<file path="src/rtl/stack_ctrl.sv">
// Multicycle control FSM for the stack processor: instruction sequencing, stack-depth tracking.
// Build option STK_GUARD_EN: trap stack under/overflow in DEC and park in ERR.
module stack_ctrl #(
   parameter int DEPTH = 32,
   parameter int DW_D  = 6
) (
   input  logic            clk,
   input  logic            rst_n,
   input  logic            start,
   input  logic [2:0]      opcode,
   input  logic            zero,
   output logic            ir_ld,
   output logic            pc_ld,
   output logic            pc_src,
   output logic            adr_src,
   output logic            mem_rd,
   output logic            mem_wr,
   output logic            stk_push,
   output logic            stk_pop,
   output logic            stk_tos,
   output logic            stk_src,
   output logic            a_ld,
   output logic            b_ld,
   output logic [1:0]      alu_op,
   output logic            busy,
   output logic            retire,
   output logic            err,
   output logic [DW_D-1:0] depth
);

   typedef enum logic [4:0] {
      S_IDLE, S_FETCH, S_DEC, S_BP1, S_BP2, S_BLB, S_UP1, S_ULA, S_EXE,
      S_PR, S_PW, S_OP1, S_OW, S_J1, S_JZ1, S_JZ2, S_ERR
   } state_t;

   typedef struct packed {
      logic       ir_ld;
      logic       pc_ld;
      logic       pc_src;
      logic       adr_src;
      logic       mem_rd;
      logic       mem_wr;
      logic       stk_push;
      logic       stk_pop;
      logic       stk_tos;
      logic       stk_src;
      logic       a_ld;
      logic       b_ld;
      logic [1:0] alu_op;
      logic       busy;
      logic       retire;
      logic       err;
   } ctl_t;

   if (DW_D < $clog2(DEPTH) + 1) begin : g_dw_check
      $error("stack_ctrl: DW_D too narrow for DEPTH");
   end

   state_t          state_reg;
   state_t          state_next;
   ctl_t            ctl_reg;
   logic [DW_D-1:0] depth_reg;
   logic            guard_ok;

   // Control word for a state; registered on entry so outputs are glitch-free.
   function automatic ctl_t decode(input state_t s, input logic [1:0] alu_sel);
      ctl_t c;
      c      = '0;
      c.busy = (s != S_IDLE) && (s != S_ERR);
      case (s)
         S_FETCH: begin c.mem_rd = 1'b1; c.ir_ld = 1'b1; c.pc_ld = 1'b1; end
         S_BP1:   c.stk_pop = 1'b1;
         S_BP2:   begin c.stk_pop = 1'b1; c.a_ld = 1'b1; end
         S_BLB:   c.b_ld = 1'b1;
         S_UP1:   c.stk_pop = 1'b1;
         S_ULA:   c.a_ld = 1'b1;
         S_EXE:   begin c.alu_op = alu_sel; c.stk_src = 1'b1; c.stk_push = 1'b1; c.retire = 1'b1; end
         S_PR:    begin c.mem_rd = 1'b1; c.adr_src = 1'b1; end
         S_PW:    begin c.stk_push = 1'b1; c.retire = 1'b1; end
         S_OP1:   c.stk_pop = 1'b1;
         S_OW:    begin c.mem_wr = 1'b1; c.adr_src = 1'b1; c.retire = 1'b1; end
         S_J1:    begin c.pc_ld = 1'b1; c.pc_src = 1'b1; c.retire = 1'b1; end
         S_JZ1:   c.stk_tos = 1'b1;
         S_JZ2:   begin c.pc_src = 1'b1; c.retire = 1'b1; end
         S_ERR:   c.err = 1'b1;
         default: ;
      endcase
      return c;
   endfunction

`ifdef STK_GUARD_EN
   localparam logic [DW_D-1:0] DEPTH_FULL = DW_D'(DEPTH);
   always_comb begin
      guard_ok = 1'b1;
      case (opcode)
         3'b000, 3'b001, 3'b010: guard_ok = (depth_reg >= DW_D'(2));
         3'b011, 3'b101, 3'b111: guard_ok = (depth_reg >= DW_D'(1));
         3'b100:                 guard_ok = (depth_reg < DEPTH_FULL);
         default:                guard_ok = 1'b1;
      endcase
   end
`else
   assign guard_ok = 1'b1;
`endif

   always_comb begin
      state_next = state_reg;
      case (state_reg)
         S_IDLE:  if (start) state_next = S_FETCH;
         S_FETCH: state_next = S_DEC;
         S_DEC: begin
            if (!guard_ok) begin
               state_next = S_ERR;
            end else begin
               case (opcode)
                  3'b011:  state_next = S_UP1;
                  3'b100:  state_next = S_PR;
                  3'b101:  state_next = S_OP1;
                  3'b110:  state_next = S_J1;
                  3'b111:  state_next = S_JZ1;
                  default: state_next = S_BP1;
               endcase
            end
         end
         S_BP1:   state_next = S_BP2;
         S_BP2:   state_next = S_BLB;
         S_BLB:   state_next = S_EXE;
         S_UP1:   state_next = S_ULA;
         S_ULA:   state_next = S_EXE;
         S_PR:    state_next = S_PW;
         S_OP1:   state_next = S_OW;
         S_JZ1:   state_next = S_JZ2;
         S_EXE, S_PW, S_OW, S_J1, S_JZ2: state_next = S_FETCH;
         S_ERR:   state_next = S_ERR;
         default: state_next = S_IDLE;
      endcase
   end

   always_ff @(posedge clk or negedge rst_n) begin
      if (!rst_n) begin
         state_reg <= S_IDLE;
         ctl_reg   <= '0;
         depth_reg <= '0;
      end else begin
         state_reg <= state_next;
         ctl_reg   <= decode(state_next, opcode[1:0]);
         // Depth follows the strobes actually issued this cycle; wraps like the stack pointer.
         if (ctl_reg.stk_push)
            depth_reg <= depth_reg + DW_D'(1);
         else if (ctl_reg.stk_pop)
            depth_reg <= depth_reg - DW_D'(1);
      end
   end

   assign ir_ld    = ctl_reg.ir_ld;
   assign pc_ld    = ctl_reg.pc_ld | ((state_reg == S_JZ2) & zero);
   assign pc_src   = ctl_reg.pc_src;
   assign adr_src  = ctl_reg.adr_src;
   assign mem_rd   = ctl_reg.mem_rd;
   assign mem_wr   = ctl_reg.mem_wr;
   assign stk_push = ctl_reg.stk_push;
   assign stk_pop  = ctl_reg.stk_pop;
   assign stk_tos  = ctl_reg.stk_tos;
   assign stk_src  = ctl_reg.stk_src;
   assign a_ld     = ctl_reg.a_ld;
   assign b_ld     = ctl_reg.b_ld;
   assign alu_op   = ctl_reg.alu_op;
   assign busy     = ctl_reg.busy;
   assign retire   = ctl_reg.retire;
   assign err      = ctl_reg.err;
   assign depth    = depth_reg;

endmodule

</file>
<file path="config.mk">
export PLATFORM = sky130hd
export DESIGN_NAME = stack_ctrl
export DESIGN_NICKNAME = d
export VERILOG_FILES = /design/src/rtl/stack_ctrl.sv
export SDC_FILE = /design/constraint.sdc
export NUM_CORES = 1
export LEC_CHECK = 0
export BUFFER_PORTS_ARGS = -buffer_cell sky130_fd_sc_hd__buf_2
export CAP_MARGIN = 20
export CORE_ASPECT_RATIO = 1.5
export CORE_MARGIN = 8
export CORE_UTILIZATION = 41
export DETAILED_ROUTE_END_ITERATION = 7
export HOLD_SLACK_MARGIN = 0.05
export PLACE_DENSITY = 0.76
export REMOVE_ABC_BUFFERS = 1
export SLEW_MARGIN = 10
export SYNTH_ARGS = -nofsm -noshare
export SYNTH_HDL_FRONTEND = slang
export SYNTH_SLANG_ARGS = --single-unit
</file>
<file path="constraint.sdc">
create_clock -name clk -period 1.7 [get_ports clk]
set_input_delay 0.255 -clock clk [delete_from_list [all_inputs] [get_ports clk]]
set_output_delay 0.255 -clock clk [all_outputs]
set_load 0.01 [all_outputs]
</file>
After elaboration in Yosys (flattened, before gate mapping)
Cells that the tools add are included.
{ "totals": {"memories": 0, "rom_bits": 0, "output_inout_bits": 23, "elab_cells": 93, "ram_bits": 0, "inputBits": 7, "regBits": 28, "latch_bits": 0} }
{ "op_classes": {"shift": 0, "n_reduce_logical": 14, "bitwise_logic": 2, "n_div": 0, "n_lt_le_gt_ge": 0, "n_eq_ne": 37, "n_mul": 0, "n_mux": 20, "addsub": 2} }
{ "op_table": {"columns": ["cell", "count"], "rows": [
  ["5-bit by 4-bit == test with 1-bit output, second input constant", 16],
  ["5-bit one-hot mux with 12 select lines", 1],
  ["5-bit by 3-bit == test with 1-bit output, second input constant", 8],
  ["4-bit one-hot mux with 5 select lines", 1],
  ["5-bit by 2-bit == test with 1-bit output, second input constant", 3],
  ["1-bit two-way mux", 14],
  ["2-bit OR reduction", 7],
  ["3-bit == test, second input constant", 4],
  ["6-bit two-way mux", 2],
  ["5-bit by 1-bit == test with 1-bit output, second input constant", 2],
  ["5-bit == test, second input constant", 2],
  ["5-bit OR reduction", 2],
  ["6-bit by 1-bit adder with 6-bit output, second input constant", 1],
  ["6-bit by 1-bit subtractor with 6-bit output, second input constant", 1],
  ["5-bit logical NOT", 1],
  ["5-bit two-way mux", 1],
  ["5-bit != test, second input constant", 1],
  ["5-bit nonzero test", 1],
  ["4-bit OR reduction", 1],
  ["3-bit by 2-bit == test with 1-bit output, second input constant", 1],
  ["2-bit two-way mux", 1],
  ["2-bit nonzero test", 1],
  ["1-bit AND", 1],
  ["1-bit logical AND", 1],
  ["1-bit OR", 1]
]} }

Depth between registers and ports, before layout
Gate-level depths: netlist of run 1.
{ "depth": {"depth_word": 6, "depth_mapped": 7, "ltp_nobuf": 7} }

Worst setup path before layout of run 1
Ideal clock, no wire load.
{ "synth_timing": {"path_kind": "reg2reg", "startpoint": "reg ctl_reg, in the netlist stk_push", "endpoint": "reg depth_reg[5], in the netlist depth[5]", "path_buffers": 0, "setup_slack_ps": -20, "synth_period_minus_slack_ps": 1720, "path_stages_with_launch": 8, "required_time_ps": 1620, "arrival_time_ps": 1640, "setup_ps": 80, "cell_sequence": "dfrtp_1 -> inv_1 -> ha_1 -> a21oi_1 -> o211ai_1 -> a21oi_1 -> mux2i_1 -> xnor2_1"} }
{ "synth_between": {"elab_chain_cells": 1, "word_cells_on_any_way": 2, "cone_classes": "mux (1); reduce/logical (1)"} }
{ "synth_lines": {"columns": ["item", "line", "rtl"], "rows": [
  ["start: declaration", "61", "ctl_t ctl_reg;"],
  ["start signal: assignment", "146", "ctl_reg <= decode(state_next, opcode[1:0]);"],
  ["6-bit two-way mux / 2-bit nonzero test (equally long branches)", null, null],
  ["end signal: assignment", "149", "depth_reg <= depth_reg + DW_D'(1);"],
  ["end signal: assignment", "151", "depth_reg <= depth_reg - DW_D'(1);"],
  ["end: declaration", "62", "logic [DW_D-1:0] depth_reg;"]
]} }
Several ways; a longest one is shown, not always the timed one.
A chain may end at the register's enable or synchronous reset.

Worst setup path after layout of run 1
Same ends and word-level chain as after synthesis.

==> results of run 1 <==
==> final timing paths <==
path                            depth (start not counted)            to  slack (ns)  startpoint
worst max-delay path                                    7      depth[5]       -0.02    stk_push
worst min-delay path                                    2     alu_op[1]        0.27   opcode[1]
worst max register to register                          7      depth[5]       -0.02    stk_push
worst min register to register                          1      depth[5]        0.47    depth[5]
max in group asynchronous                               2  state_reg[3]        0.75       rst_n
min in group asynchronous                               2           err        0.52       rst_n
==> synth_stat cells (all sizes together) (3+ instances only) <==
cell type	number
a21o	3
a21oi	5
and3	6
buf	7
dfrtp	28
ha	4
inv	7
nand2	10
nand2b	6
nand3b	3
nor2	6
nor2b	7
o21ai	4
xnor2	4
xor2	3
==> routing by layer <==
metal	vias to the layer above	wire [um]	global-route usage, %
met4	0	89	4.07
met3	12	232	4.48
met2	38	2060	22.9
met1	575	1240	11.8
li1	529	-	-
met5	-	0	0
==> timing repair <==
| item | in CTS | in global routing |
|---|---|---|
| setup buffers | 1 | 5 |
| endpoints found under the hold margin | 28 | 0 |
| hold buffers | 1 | 0 |
| resized for setup | 2 | 17 |
| endpoints found under the setup margin | 1 | 7 |
| pin swaps | 2 | 6 |
==> worst max-delay path, cell delays in order, from the launching register on <==
cell and delay [ns]:
dfrtp_1 0.44, inv_4 0.14, ha_4 0.22, a21oi_4 0.17, o211ai_1 0.12, a21oi_2 0.17
mux2i_1 0.25, xnor2_1 0.14
==> area by class of cell <==
| cell class | instances | area [sq um] | area share [%] |
|---|---|---|---|
| inverter | 7 | 28.8 | 1.55 |
| tap | 42 | 52.6 | 2.83 |
| clock buffer | 4 | 55.1 | 2.97 |
| sequential | 28 | 706 | 38.0 |
| multi-input combinational | 85 | 699 | 37.7 |
| timing repair buffer | 51 | 314 | 16.9 |
==> power by group through the flow <==
stage                     logic, W  registers (W)  clock network [W]
final                      0.00259        0.00111           0.000406
after global placement     0.00204        0.00109                  0
after CTS                  0.00222        0.00108           0.000407
after floorplan            0.00124        0.00120                  0
after detailed placement   0.00217        0.00110                  0
after global routing       0.00282        0.00113           0.000440
==> stage by stage <==
stage	cell area (sq um)	power [W]	TNS, ns	cells	setup slack, ns
6_report	1860	0.00410	-0.0155	217	-0.0155
2_1_floorplan	1350	0.00244	-0.0196	120	-0.0196
4_1_cts	1740	0.00371	0	212	0.00345
3_3_place_gp	1660	0.00313	0	206	0.0176
3_5_place_dp	1660	0.00327	-0.115	206	-0.115
5_1_grt	1860	0.00440	-0.124	217	-0.0817
==> cell families after synthesis <==
| logic type | synth area share, % |
|---|---|
| xor+xnor | 4.32 |
| mux | 2.20 |
| flops | 49.3 |
| compound gates | 14.0 |
| simple gates | 18.6 |
| fa+ha+maj | 4.93 |
| buf+inv | 6.61 |
==> results by group, run 1 <==
STA
  • Final Setup Violations: 1
  • Final hold violations: 0
  • Worst clock skew: 0.00266 ns
  • Fin crit period: roughly 1.7 ns
  • Period utilization: 101%
  • Worst Slack Setup Final: -0.0155 ns
  • Worst-Margin Slew: approximately 0.61 ns
  • Slew HR: between 50 and 60%
  • RSZ-0062 raised after global routing: true
  • Fmax: 583 MHz
  • Worst hold slack: roughly 0.27 ns
  • Max-slew violations: 0

Synthesis
  • Mapped Area: 1420 sq um
  • Post-synth EDFFs: 0
  • Mapped Cells: ~130
  • Seq cells post-synth: 28
  • Share of the synthesized area in the top cell type: roughly half
  • Post-synthesis average cell area: ~11 sq um
  • Yosys top cell by area: dfrtp_1
  • YS warnings: 0
  • Post-synth top flop: dfrtp_1
  • Top cells by area, synth: dfrtp_1, ha_1, buf_6
  • Post-synthesis sequential area ratio: about half
  • Asr flop ratio synth: between 90% and 100%
  • Synth cell types: a little over 40

Power and ir drop
  • LEAKAGE: around 0.94 nW
  • Sequential Power Share: 27.0%
  • Peak supply drop: 0.00120 V
  • PD cells: 2210 nW/um^2
  • Combinational power share: between 60 and 70%
  • Int Pwr: between 0.002 and 0.0025 W
  • Clk pwr share: about a tenth
  • Switching pwr: 0.00171 W
  • Net Sw Frac: a little over two fifths

Detailed routing
  • Drt total wl: 3.62 mm
  • # DRC: 0
  • Starting DRT DRC Count: 31
  • Antenna Nets Post-Route: 0
  • First-pass DRT Iterations: 6
  • Vias: 1154
  • Drt via density: roughly 5.3
  • Wire per inst: between 15 and 20 um

GRT
  • First-pass GRT wire length: ~5.5 mm
  • Vias in the first global route: ~1200
  • GRT overflow: 0
  • Initial antenna violation count: 0
  • Gr usage total: 12.2%
  • Pin count of the biggest net entering global routing: 29

Cells and area
  • Layout cells sized above 1: between 40% and 50%
  • Most common cell after layout, fill and taps aside: buf_2
  • # fillers: about 280
  • Nets@finish: 188
  • P&R area growth vs syn: 30.7%
  • Max FFs per register: 6
  • Post-layout util: a little under three fifths
  • Antenna cells: 0
  • Most frequent cells in the layout: buf_2, dfrtp_1, buf_4, nand2_1, nor2b_1

Clocking
  • H-Tree Depth: 1
  • Clock slew at reported path FFs: 0.09 ns
  • CTS Root Cell: clkbuf_8
  • CTS tree: done
  • CTS Buf Count: 3
  • Clk_lat worst skew: ~0.27 ns
  • CTS Buffer Depth: 2
  • CTS sink cnt: 28

Floorplan
  • Die Span X: roughly 64 um
  • DIE AREA: 5640 sq um
  • I/O pin count: 30
  • Rows: 26
  • Core area: ~3400 sq um
  • Starting Density: 42.4%
  • Die H: 88.1 um

Status
  • Outcome: finished with violations
  • Failing checks: setup timing

Place
  • Detailed Place HPWL: between 2 and 3 mm
  • Routability congestion estimate: between 0.8 and 0.9
  • PortBufs: 29

Setup path
  • Critical path data arrival time: 1.91 ns
  • CP startpoint kind: flip-flop
  • CP Max Fanout: 5
  • CP Class: reg -> reg
  • WP data required: about 1.9 ns
  • CP endpoint kind: flip-flop

Flow run
  • Max-Cap Viols: 0

Hold path
  • Hold WC Path Type: in -> reg
(Power assumes the default switching activity.)
==> run 2, diff against run 1 <==
- ABC_AREA: unset -> 1
- CTS_CLUSTER_DIAMETER: unset -> 50
==> results by group, run 2 <==
Status
  • Outcome: finished clean

Cells and area
  • Max FFs per register: 6
  • Nets@finish: roughly 210
  • P&R area growth vs syn: 19.6%
  • Antenna cells: 0
  • Most frequent cells in the layout: nand2_1, buf_2, dfrtp_1, nor2_1, inv_1
  • Layout cells sized above 1: approximately 37%
  • Area occupied by multi-input gates: a little under 700 sq um
  • FF+latch area: about 700 sq um
  • # fillers: between 300 and 400
  • Most common cell after layout, fill and taps aside: nand2_1

Synthesis
  • Mapped Area: 1470 sq um
  • Cell with the most instances after synthesis: nand2_1
  • Seq cells post-synth: 28
  • YS warnings: 0
  • Post-synthesis sequential area ratio: between 40% and 50%
  • Post-synth EDFFs: 0
  • Top cells by area, synth: dfrtp_1, nand2_1, nor2_1
  • Post-synth top flop: dfrtp_1
  • Top cells by count, synth: nand2_1, dfrtp_1, nor2_1, inv_1, nand3_1
  • Asr flop ratio synth: 100%
  • Yosys top cell by area: dfrtp_1
  • Post-synthesis average cell area: 9.17 sq um
  • Mapped Cells: between 150 and 200
  • Synth cell types: 32
  • Share of the synthesized area in the top cell type: a little under half

Setup path
  • Crit path largest cell delay: ~0.45 ns
  • Worst reg2reg path depth: 7
  • WP data required: roughly 1.8 ns
  • CP Max Fanout: 6
  • R2R Setup Slk: 0.10 ns
  • Buf/Inv on CP: 2
  • Worst reg2reg path endpoint: depth[4]
  • Crit-path slowest cell: fa_1
  • Beginning of the critical path: stk_push
  • Worst Setup EP: depth[4]
  • Crit. path cell count: 7
  • Critical path data arrival time: approximately 1.7 ns
  • CP endpoint kind: flip-flop
  • Crit-path leading delay family: adder cells
  • Reg2reg start: stk_push
  • Critical-path cell list: inv_4 > buf_4 > fa_1 > nand3_1 > nand2_1 > xnor2_1 > o21ai_0
  • CP startpoint kind: flip-flop
  • CP Class: reg -> reg

Place
  • Routability congestion estimate: approximately 0.90
  • PortBufs: 29
  • Detailed Place HPWL: 2.53 mm
  • DP Worst Slack: 0.0704 ns

Detailed routing
  • Antenna Nets Post-Route: 0
  • Vias: about 1200
  • Starting DRT DRC Count: between 100 and 150
  • Wire per inst: ~13 um
  • # DRC: 0
  • Drt total wl: roughly 3.2 mm
  • First-pass DRT Iterations: 4
  • Drt via density: 4.99

STA
  • Final Setup Violations: 0
  • Final hold violations: 0
  • Max-slew violations: 0
  • RSZ-0062 raised after global routing: false
  • Setup TNS: 0 ns
  • Fmax: around 630 MHz
  • Slew HR: 60.0%
  • Worst Slack Setup Final: 0.101 ns
  • Period utilization: a little over nine tenths
  • Worst-Margin Slew: about 0.60 ns
  • Worst clock skew: between 0.002 and 0.003 ns
  • Fin crit period: roughly 1.6 ns

GRT
  • Initial antenna violation count: 0
  • First-pass GRT wire length: around 5.6 mm
  • Gr usage total: approximately an eighth
  • Pin count of the biggest net entering global routing: 29
  • Vias in the first global route: 1287
  • GRT overflow: 0

Clocking
  • CTS Buffer Depth: 2
  • CTS tree: done
  • Clock slew at reported path FFs: around 0.09 ns
  • CTS sink cnt: 28
  • CTS Root Cell: clkbuf_8
  • CTS Buf Count: 3
  • Clk_lat worst skew: 0.28 ns
  • H-Tree Depth: 1

Hold path
  • Hold WC Path Type: in -> reg
  • Hold Startpoint: opcode[1]

Power and ir drop
  • LEAKAGE: roughly 0.97 nW
  • Peak supply drop: roughly 0.0011 V
  • PD cells: about 2000 nW/um^2

Floorplan
  • Die H: roughly 90 um
  • Core area: 3420 sq um
  • DIE AREA: between 5000 and 6000 sq um
  • Die Span X: 64.9 um
  • Rows: 26
  • I/O pin count: 30
  • Starting Density: a little over two fifths

Flow run
  • Max-Cap Viols: 0
## run 2: cell families after synthesis
| logic type | Yosys count | share of synthesized area [%] |
|---|---|---|
| buffers and inverters | 22 | 6.31 |
| adders and majority gates | 5 | 4.77 |
| DFF | 28 | 47.7 |
| and+or+nand+nor | 89 | 33.6 |
| AOI/OAI and AO/OA | 14 | 6.39 |
| xor gates and xnor gates | 2 | 1.19 |
## run 2: how the worst min path moves through the flow
stage	end	slack [ns]	cells after the start
global route	alu_op[1]	0.22	3
global placement	depth[4]	0.30	1
CTS	alu_op[1]	0.22	3
finish	alu_op[1]	0.22	3
floorplan	a_ld	-0.04	0
detailed placement	ir_ld	0.30	1
## run 2: report_power, final
part	internal, W	switching [W]	total, W
sequential	0.000896	0.000181	0.00108
clock	0.000316	0.000208	0.000524
combinational	0.000740	0.00122	0.00196
total	0.00195	0.00161	0.00356
## run 2: metrics by stage
step           total power (W)  instance area (sq um)  utilization [%]  instances  hold slack (ns)
2_1_floorplan          0.00249                   1450                -        158          -0.0406
3_3_place_gp           0.00296                   1650             48.3        229            0.297
5_1_grt                0.00392                   1760             51.4        236            0.225
4_1_cts                0.00355                   1730             50.7        234            0.224
3_5_place_dp           0.00301                   1650             48.3        229            0.299
6_report               0.00356                   1760             51.4        236            0.224
## run 2: metal layers
metal	part of all wire, %	GRT usage (%)
met1	38	11.5
met2	58	23.5
met3	3.3	2.13
met4	1.1	6.37
met5	0	0
## run 2: final cells by class
type                            instances  share of cell area, %
Timing Repair Buffer                   32                   9.69
Clock buffer                            3                   2.35
Sequential cell                        28                   40.0
Clock inverter                          1                   1.71
Tap cell                               42                   2.99
Inverter                               20                   4.56
Multi-Input combinational cell        110                   38.7
## run 2: worst register-to-register path, stage by stage, from the launching register on
cell     delay [ns]
dfrtp_1        0.41
inv_4          0.07
buf_4          0.14
fa_1           0.45
nand3_1        0.09
nand2_1        0.07
xnor2_1        0.14
o21ai_0        0.09
## run 2: repair_timing
| item | 4_1_cts | 5_1_grt |
|---|---|---|
| setup buffers | 0 | 2 |
| hold buffers | 1 | 0 |
| endpoints found under the hold margin | 28 | 0 |
| setup endpoints to repair | 0 | 3 |
| gates resized for setup | 0 | 5 |
